--- src/rtl/bus_arbiter_if.sv ---
// bus_arbiter_if: requester handshake, engine handshake and 68k bus signals of the arbiter
interface bus_arbiter_if;
    logic       MC_CLK_FALLING;
    logic [1:0] REQ_VALID;
    logic [1:0] REQ_ACK;
    logic [1:0] REQ_DONE;
    logic [1:0] GNT;
    logic       ENG_START;
    logic       ENG_DONE;
    logic       nBG_IN;
    logic       nAS_IN;
    logic       nDTACK_IN;
    logic       nBGACK_IN;
    logic       BR_DRIVE;
    logic       BGACK_DRIVE;
    logic       BM_ACTIVE;
    logic       TIMEOUT;
    logic       TIMEOUT_CLR;
    modport master (
        input  MC_CLK_FALLING, REQ_VALID, ENG_DONE, nBG_IN, nAS_IN, nDTACK_IN, nBGACK_IN, TIMEOUT_CLR,
        output REQ_ACK, REQ_DONE, GNT, ENG_START, BR_DRIVE, BGACK_DRIVE, BM_ACTIVE, TIMEOUT
    );
    modport slave (
        output MC_CLK_FALLING, REQ_VALID, ENG_DONE, nBG_IN, nAS_IN, nDTACK_IN, nBGACK_IN, TIMEOUT_CLR,
        input  REQ_ACK, REQ_DONE, GNT, ENG_START, BR_DRIVE, BGACK_DRIVE, BM_ACTIVE, TIMEOUT
    );
endinterface

--- src/rtl/bus_arbiter.sv ---
// bus_arbiter: 68k bus-master acquisition with round-robin arbitration of two engine requesters
module bus_arbiter #(
    parameter int HOLD_CYCLES = 8,
    parameter int BG_TIMEOUT  = 1023
) (
    input logic SYSCLK,
    input logic RESET,
    bus_arbiter_if.master bus
);
    typedef enum logic [2:0] {IDLE, REQ_BUS, WAIT_FREE, OWN, RUN, HOLD, RELEASE} state_t;
    localparam int CMAX = BG_TIMEOUT > HOLD_CYCLES ? BG_TIMEOUT : HOLD_CYCLES;
    localparam int CW = $clog2(CMAX + 1);
    state_t state_q, state_d;
    logic [CW-1:0] cnt_q, cnt_d;
    logic [7:0] sync_q, sync_d;
    logic [1:0] gnt_q, gnt_d, ack_q, ack_d, win;
    logic start_q, start_d, ptr_q, ptr_d, tout_q, tout_d;
    logic done_ok, nbg_s, bus_free, owned;
    assign nbg_s    = sync_q[7];
    assign bus_free = &sync_q[6:4];
    always_comb begin
        sync_d  = {sync_q[3:0], bus.nBG_IN, bus.nAS_IN, bus.nDTACK_IN, bus.nBGACK_IN};
        // engine cannot finish in its own start cycle, keeping ACK and DONE apart
        done_ok = state_q == RUN && bus.ENG_DONE && !start_q;
        win     = &bus.REQ_VALID ? (ptr_q ? 2'b10 : 2'b01) : bus.REQ_VALID;
        state_d = state_q;
        cnt_d   = cnt_q;
        gnt_d   = gnt_q;
        ack_d   = 2'b00;
        start_d = 1'b0;
        ptr_d   = ptr_q;
        tout_d  = tout_q & ~bus.TIMEOUT_CLR;
        case (state_q)
            IDLE: if (|bus.REQ_VALID) begin
                state_d = REQ_BUS;
                cnt_d   = '0;
            end
            REQ_BUS: if (!nbg_s) state_d = WAIT_FREE;
                else if (cnt_q == CW'(BG_TIMEOUT - 1)) begin
                    state_d = IDLE;
                    tout_d  = 1'b1;
                end else cnt_d = cnt_q + 1'b1;
            WAIT_FREE: if (bus.MC_CLK_FALLING && bus_free) state_d = OWN;
            OWN: if (|bus.REQ_VALID) begin
                state_d = RUN;
                gnt_d   = win;
                ack_d   = win;
                start_d = 1'b1;
            end else begin
                state_d = HOLD;
                cnt_d   = CW'(HOLD_CYCLES - 1);
            end
            RUN: if (done_ok) begin
                state_d = OWN;
                gnt_d   = 2'b00;
                ptr_d   = gnt_q[0];
            end
            HOLD: if (|bus.REQ_VALID) state_d = OWN;
                else if (cnt_q == '0) state_d = RELEASE;
                else cnt_d = cnt_q - 1'b1;
            RELEASE: if (bus.MC_CLK_FALLING) state_d = IDLE;
            default: state_d = IDLE;
        endcase
    end
    always_ff @(posedge SYSCLK) begin
        if (RESET) begin
            state_q <= IDLE;
            cnt_q   <= '0;
            sync_q  <= '1;
            gnt_q   <= 2'b00;
            ack_q   <= 2'b00;
            start_q <= 1'b0;
            ptr_q   <= 1'b0;
            tout_q  <= 1'b0;
        end else begin
            state_q <= state_d;
            cnt_q   <= cnt_d;
            sync_q  <= sync_d;
            gnt_q   <= gnt_d;
            ack_q   <= ack_d;
            start_q <= start_d;
            ptr_q   <= ptr_d;
            tout_q  <= tout_d;
        end
    end
    assign owned           = state_q inside {OWN, RUN, HOLD, RELEASE};
    assign bus.GNT         = gnt_q;
    assign bus.REQ_ACK     = ack_q;
    assign bus.ENG_START   = start_q;
    assign bus.REQ_DONE    = done_ok && !RESET ? gnt_q : 2'b00;
    assign bus.BR_DRIVE    = state_q == REQ_BUS || state_q == WAIT_FREE;
    assign bus.BGACK_DRIVE = owned;
    assign bus.BM_ACTIVE   = owned;
    assign bus.TIMEOUT     = tout_q;
endmodule

--- src/flat_wrapper.sv ---
// flat-port wrapper written by rule: the top's interface ports become plain ports
module bus_arbiter_flat 
#(
    parameter int HOLD_CYCLES = 8,
    parameter int BG_TIMEOUT  = 1023
)
  (SYSCLK, RESET, bus_MC_CLK_FALLING, bus_REQ_VALID, bus_ENG_DONE, bus_nBG_IN, bus_nAS_IN, bus_nDTACK_IN, bus_nBGACK_IN, bus_TIMEOUT_CLR, bus_REQ_ACK, bus_REQ_DONE, bus_GNT, bus_ENG_START, bus_BR_DRIVE, bus_BGACK_DRIVE, bus_BM_ACTIVE, bus_TIMEOUT);
  bus_arbiter_if bus_i ();
  input logic SYSCLK;
  input logic RESET;
  input wire logic [$bits(bus_i.MC_CLK_FALLING)-1:0] bus_MC_CLK_FALLING;
  input wire logic [$bits(bus_i.REQ_VALID)-1:0] bus_REQ_VALID;
  input wire logic [$bits(bus_i.ENG_DONE)-1:0] bus_ENG_DONE;
  input wire logic [$bits(bus_i.nBG_IN)-1:0] bus_nBG_IN;
  input wire logic [$bits(bus_i.nAS_IN)-1:0] bus_nAS_IN;
  input wire logic [$bits(bus_i.nDTACK_IN)-1:0] bus_nDTACK_IN;
  input wire logic [$bits(bus_i.nBGACK_IN)-1:0] bus_nBGACK_IN;
  input wire logic [$bits(bus_i.TIMEOUT_CLR)-1:0] bus_TIMEOUT_CLR;
  output wire logic [$bits(bus_i.REQ_ACK)-1:0] bus_REQ_ACK;
  output wire logic [$bits(bus_i.REQ_DONE)-1:0] bus_REQ_DONE;
  output wire logic [$bits(bus_i.GNT)-1:0] bus_GNT;
  output wire logic [$bits(bus_i.ENG_START)-1:0] bus_ENG_START;
  output wire logic [$bits(bus_i.BR_DRIVE)-1:0] bus_BR_DRIVE;
  output wire logic [$bits(bus_i.BGACK_DRIVE)-1:0] bus_BGACK_DRIVE;
  output wire logic [$bits(bus_i.BM_ACTIVE)-1:0] bus_BM_ACTIVE;
  output wire logic [$bits(bus_i.TIMEOUT)-1:0] bus_TIMEOUT;
  assign bus_i.MC_CLK_FALLING = bus_MC_CLK_FALLING;
  assign bus_i.REQ_VALID = bus_REQ_VALID;
  assign bus_i.ENG_DONE = bus_ENG_DONE;
  assign bus_i.nBG_IN = bus_nBG_IN;
  assign bus_i.nAS_IN = bus_nAS_IN;
  assign bus_i.nDTACK_IN = bus_nDTACK_IN;
  assign bus_i.nBGACK_IN = bus_nBGACK_IN;
  assign bus_i.TIMEOUT_CLR = bus_TIMEOUT_CLR;
  assign bus_REQ_ACK = bus_i.REQ_ACK;
  assign bus_REQ_DONE = bus_i.REQ_DONE;
  assign bus_GNT = bus_i.GNT;
  assign bus_ENG_START = bus_i.ENG_START;
  assign bus_BR_DRIVE = bus_i.BR_DRIVE;
  assign bus_BGACK_DRIVE = bus_i.BGACK_DRIVE;
  assign bus_BM_ACTIVE = bus_i.BM_ACTIVE;
  assign bus_TIMEOUT = bus_i.TIMEOUT;
  bus_arbiter #(.HOLD_CYCLES(HOLD_CYCLES), .BG_TIMEOUT(BG_TIMEOUT)) u_core (.SYSCLK(SYSCLK), .RESET(RESET), .bus(bus_i));
endmodule
--- config.mk ---
export PLATFORM = sky130hd
export DESIGN_NAME = bus_arbiter_flat
export DESIGN_NICKNAME = d
export VERILOG_FILES = /design/src/rtl/bus_arbiter_if.sv /design/src/rtl/bus_arbiter.sv /design/src/flat_wrapper.sv
export SDC_FILE = /design/constraint.sdc
export NUM_CORES = 1
export LEC_CHECK = 0
export ABC_CLOCK_PERIOD_IN_PS = 4500
export CELL_PAD_IN_SITES_DETAIL_PLACEMENT = 0
export CELL_PAD_IN_SITES_GLOBAL_PLACEMENT = 1
export CORE_MARGIN = 1.5
export CORE_UTILIZATION = 44
export DETAILED_ROUTE_END_ITERATION = 8
export PLACE_DENSITY = 0.87
export SYNTH_ARGS = -nofsm -noshare
export SYNTH_HDL_FRONTEND = slang
export SYNTH_SLANG_ARGS = --single-unit
--- constraint.sdc ---
create_clock -name SYSCLK -period 4.5 [get_ports SYSCLK]
set_input_delay 0.9 -clock SYSCLK [delete_from_list [all_inputs] [get_ports SYSCLK]]
set_output_delay 0.9 -clock SYSCLK [all_outputs]
set_load 0.1 [all_outputs]
After elaboration in Yosys (flattened, before gate mapping)
Index checks and enable logic that the tools add are counted.
{"block": "classes", "muxes": 27, "bitwise_logic": 4, "shift": 0, "order_cmp": 0, "n_div": 0, "addsub": 2, "mul": 0, "n_eq_ne": 19, "n_reduce_logical": 21}
{"operator": "$mux 10", "count": 6}
{"operator": "$pmux 10 s4", "count": 1}
{"operator": "$mux 3", "count": 8}
{"operator": "$pmux 3 s7", "count": 1}
{"operator": "$add 10x1->10 const B", "count": 1}
{"operator": "$eq 10x10->1 const B", "count": 1}
{"operator": "$logic_not 10->1", "count": 1}
{"operator": "$mux 2", "count": 5}
{"operator": "$ne 2x1->1 const B", "count": 5}
{"operator": "$ne 2x2->1 const B", "count": 5}
{"operator": "$sub 10x1->10 const B", "count": 1}
{"operator": "$eq 3x3->1 const B", "count": 3}
{"operator": "$reduce_bool 4->1", "count": 2}
{"operator": "$reduce_and 7->1", "count": 1}
{"operator": "$eq 3x2->1 const B", "count": 2}
{"operator": "$reduce_and 3->1", "count": 2}
{"operator": "$reduce_and 6->1", "count": 1}
{"operator": "$mux 1", "count": 5}
{"operator": "$logic_and 1x1->1", "count": 4}
{"operator": "$pmux 2 s2", "count": 1}
{"operator": "$reduce_and 2->1", "count": 2}
{"operator": "$reduce_or 2->1", "count": 2}
{"operator": "$eq 3x1->1 const B", "count": 1}
{"operator": "$logic_not 3->1", "count": 1}
{"operator": "other kinds (8)", "count": 11}
{"block": "totals", "register_bits": 28, "ramBits": 0, "inputBits": 11, "latch_bits": 0, "memories": 0, "romBits": 0, "out_inout_bits": 11}

Depth between registers and ports, before layout
{"block": "depth", "word_depth": 5, "mapped_depth": 9, "ltp_nobuf": 9}

Worst setup path after synthesis
No wires, ideal clock.
{"block": "synth_timing", "path_kind": "flip-flop to output port", "start": "register u_core.state_q[2]", "end": "output port bus_REQ_DONE[0]", "path_slack_ps": 200, "path_stages_with_launch": 6, "arrival_time_ps": 3400, "required_time_ps": 3600, "cell_sequence": "dfxtp_1 > buf_2 > nor2b_1 > nor2b_1 > nand3b_1 > nor3b_1"}
{"block": "synth_between", "elab_chain_len": 5}
{"item": "start: declaration", "line_no": "bus_arbiter.sv:13", "rtl": "state_t state_q, state_d;"}
{"item": "start signal: assignment", "line_no": "bus_arbiter.sv:76", "rtl": "state_q <= state_d;"}
{"item": "$eq 3x3->1", "line_no": "bus_arbiter.sv:24", "rtl": "done_ok = state_q == RUN && bus.ENG_DONE && !start_q;"}
{"item": "$logic_and 1x1->1 (2 in series)", "line_no": "bus_arbiter.sv:24"}
{"item": "$logic_and 1x1->1", "line_no": "bus_arbiter.sv:90", "rtl": "assign bus.REQ_DONE = done_ok && !RESET ? gnt_q : 2'b00;"}
{"item": "$mux 2", "line_no": "bus_arbiter.sv:90"}
{"item": "end: declaration", "line_no": "flat_wrapper.sv:20", "rtl": "output wire logic [$bits(bus_i.REQ_DONE)-1:0] bus_REQ_DONE;"}
No other way between the ends.

Final worst setup path
{"block": "layout_timing", "start": "register u_core.state_q[2]", "end": "output port bus_REQ_DONE[1]"}
The elaborated chain is that of the path after synthesis.

==> impl_metrics.csv <==
group,metric,value,unit
detailed_routing,firstDrtPassIters,4,
cts,cts-hold-fix-buffers,0,
timing,setup_ws,1.03,ns
synthesis,ys_ff_latch,28,
finish,num_antenna_cells,0,
floorplanning,core,3660,um^2
floorplanning,start_util,45.8,%
critical_path,required,3.60,ns
placed_design,pre_cts_slack,1.35,ns
finish,syn2layout_area_growth,13.8,%
synthesis,synth_cells,197,
synthesis,avgSynthCellArea,8.50,um^2
cts,cts_tree,"done",
flow_run,cap_violations,0,
critical_path,r2r_slack,1.39,ns
critical_path,cp_num_buf_inv,1,
floorplanning,io_pins,22,
min_path,hp-class,"reg2reg",
floorplanning,row_count,22,
global_routing,grt_pass1_vias,1420,
critical_path,r2r_cells,8,
critical_path,cp_max_fo,24,
timing,rsz0062_at_grt,"no",
synthesis,synthArstFlopShare,0,%
critical_path,critical-path-top-delay-family,"simple AND/OR/NAND/NOR gates",
timing,min_period,3.47,ns
critical_path,crit_slowest_cell,"dfxtp_1",
timing,worst_slew_pin_slew,0.975,ns
synthesis,yosysTopAreaCellShare,33.5,%
timing,post-route-period-util,77.1,%
timing,max-slew-margin-rel,34.8,%
cts,cts_sinks,28,
detailed_routing,wire_per_inst,14.0,um
timing,timing.hold.ws,0.420,ns
critical_path,end_kind,"output pin",
critical_path,regToRegEndpoint,"u_core.cnt_q[8]$_SDFFE_PP0P_",
power_and_ir_drop,total_leakage_power,0.689,nW
detailed_routing,antenna_left,0,
synthesis,synth_area,1680,um^2
critical_path,r2r-start,"u_core.state_q[2]$_SDFFE_PP0P_",
detailed_routing,routed_via_density,5.60,
detailed_routing,drc,0,
global_routing,grt_max_degree,25,
synthesis,yosysMostFrequentCell,"dfxtp_1",
floorplanning,dieWidth,64.7,um
finish,finalNetCount,226,
cts,numCtsBuffers,3,
global_routing,antenna_found_initial,0,
min_path,hp-start,"u_core.sync_q[3]$_SDFF_PP1_",
critical_path,critPathMaxStageDelay,0.84,ns
cts,postCtsSetupRepairBufs,0,
finish,drive_gt1_share,11.8,%
placed_design,dp_hpwl,2.67,mm
cts,path_clk_slew,0.09,ns
critical_path,path_cells,"nor2b_1, nor2b_1, nand3b_1, nor3b_1, buf_4",
timing,hold_viol_final,0,
cts,root_buffer,"clkbuf_8",
cts,cts-resized-gates,0,
status,status,"completed",
synthesis,synth_ff_type,"dfxtp_1",
finish,fillers,346,
synthesis,synth.distinct_cells,57,
power_and_ir_drop,total_power,0.000507,W
power_and_ir_drop,vdd_drop_max,0.152,mV
critical_path,critPathArrivalTime,2.57,ns
min_path,holdPathEnd,"u_core.sync_q[7]$_SDFF_PP1_",
floorplanning,die_h,64.7,um
synthesis,synth.area.top_cells,"dfxtp_1 (33%), a21oi_1 (4.5%), nor2_1 (4.5%)",
global_routing,grt_pass1_wl,6.31,mm
timing,fin_skew,0.00216,ns
finish,post-route-util,52.1,%
cts,htree_levels,1,
critical_path,timing_worst_setup_path_type,"reg2out",
timing,setup_violations,0,
min_path,holdPathStages,1,
placed_design,place_congestion,0.920,
global_routing,track_usage,18.9,%
cts,clockBufferDepth,2,
synthesis,synth-seq-area-share,33.5,%
detailed_routing,vias,1457,
detailed_routing,drt-initial-drc-count,113,
power_and_ir_drop,power.density,266,nW/um^2
timing,slew_violations,0,
timing,fin_setup_tns,0,ns
synthesis,synth_top_cell_by_area,"dfxtp_1",
floorplanning,die_area,4190,um^2
critical_path,critical_path.startpoint_type,"register",
synthesis,synth.top_cells.by_count,"dfxtp_1 (28), nor2_1 (20), a21oi_1 (15)",
synthesis,synth_nets,210,
placed_design,port_buffers,21,
synthesis,synth_warnings,0,
cts,insertion_delay,0.28,ns
timing,fmax,288,MHz
synthesis,synth-edff-count,0,
detailed_routing,postRouteWirelength,3.63,mm
critical_path,cpMostUsedCell,"nor2b_1",
global_routing,grt-ovfl-total,0,
per-stage QoR:
stage	cell area [um^2]	std cells
3_5_place_dp	1850	256
4_1_cts	1910	260
3_3_place_gp	1850	256
6_report	1910	260
2_1_floorplan	1680	197
5_1_grt	1910	260
state kept, by name, summed over array words and instances (netlist names):
name / count
u_core.bus.GNT: 2
u_core.bus.ENG_START: 1
u_core.bus.REQ_ACK: 2
u_core.cnt_q: 10
u_core.state_q: 3
u_core.ptr_q: 1
u_core.sync_q: 8
u_core.bus.TIMEOUT: 1
layout by cell type, fill, tap and decap left out, types with 2 or more instances in the layout:
cell type        synthesis  final
nand3b_1                 6      6
nand2_1                 13     13
o21ai_0                 13     13
and2_1                   2      2
o21a_1                   3      3
clkdlybuf4s50_1          0     19
xnor2_1                  2      2
mux2i_1                  7      7
nand3_1                  4      4
nor3b_1                  3      3
a21oi_1                 15     15
nor4_4                   2      2
ha_1                     2      2
nor3_1                   2      2
nor2b_1                  6      6
nand2b_1                 2      2
clkbuf_8                 2      4
nand4_1                  2      2
inv_1                    6      6
a22oi_1                  2      2
nor4_1                   2      2
dfxtp_1                 28     28
nor4b_1                  2      2
buf_4                    3      3
a31oi_1                  2      2
or3_1                    4      4
nor2_1                  20     20
or2_2                    9      9
metal layers:
metal,track usage [%],share of wire [%]
met1,23.0,43
met2,33.6,50
met3,2.60,4.6
met4,7.18,1.6
met5,0,0
layout make-up:
class	instances	area [um^2]	share of cell area, %
clock buffers	4	55.1	2.89
inverters	6	22.5	1.18
flip-flops and latches	28	561	29.4
multi-input cells	152	996	52.2
repair buffers	22	213	11.2
well taps	48	60.1	3.15
power breakdown:
part / switching, W / internal (W) / total (W)
registers: 0.0000116 / 0.000254 / 0.000266
clock network: 0.0000790 / 0.0000784 / 0.000157
logic: 0.0000494 / 0.0000342 / 0.0000836
worst max path at each step:
stage / end / start / slack (ns) / depth (start not counted)
5_1_grt: bus_REQ_DONE[1] / u_core.state_q[2]$_SDFFE_PP0P_ / 0.80 / 5
4_1_cts: bus_REQ_DONE[1] / u_core.state_q[2]$_SDFFE_PP0P_ / 1.03 / 5
3_5_place_dp: bus_REQ_DONE[1] / u_core.state_q[2]$_SDFFE_PP0P_ / 1.35 / 5
6_report: bus_REQ_DONE[1] / u_core.state_q[2]$_SDFFE_PP0P_ / 1.03 / 5
2_1_floorplan: bus_REQ_DONE[0] / u_core.state_q[2]$_SDFFE_PP0P_ / 0.20 / 5
3_3_place_gp: u_core.cnt_q[1]$_SDFFE_PP0P_ / bus_REQ_VALID[1] / 1.41 / 6
cells by family (layout without fill, tap and decap cells):
family / after synthesis / in the layout / share of synthesized area, %
simple gates: 92 / 92 / 34.1
compound gates: 48 / 48 / 18.1
flops: 28 / 28 / 33.5
buf+inv: 17 / 32 / 7.09
mux: 7 / 7 / 4.18
xor+xnor: 3 / 3 / 1.57
fa+ha+maj: 2 / 2 / 1.49
Power figures use the tool's default switching activity.
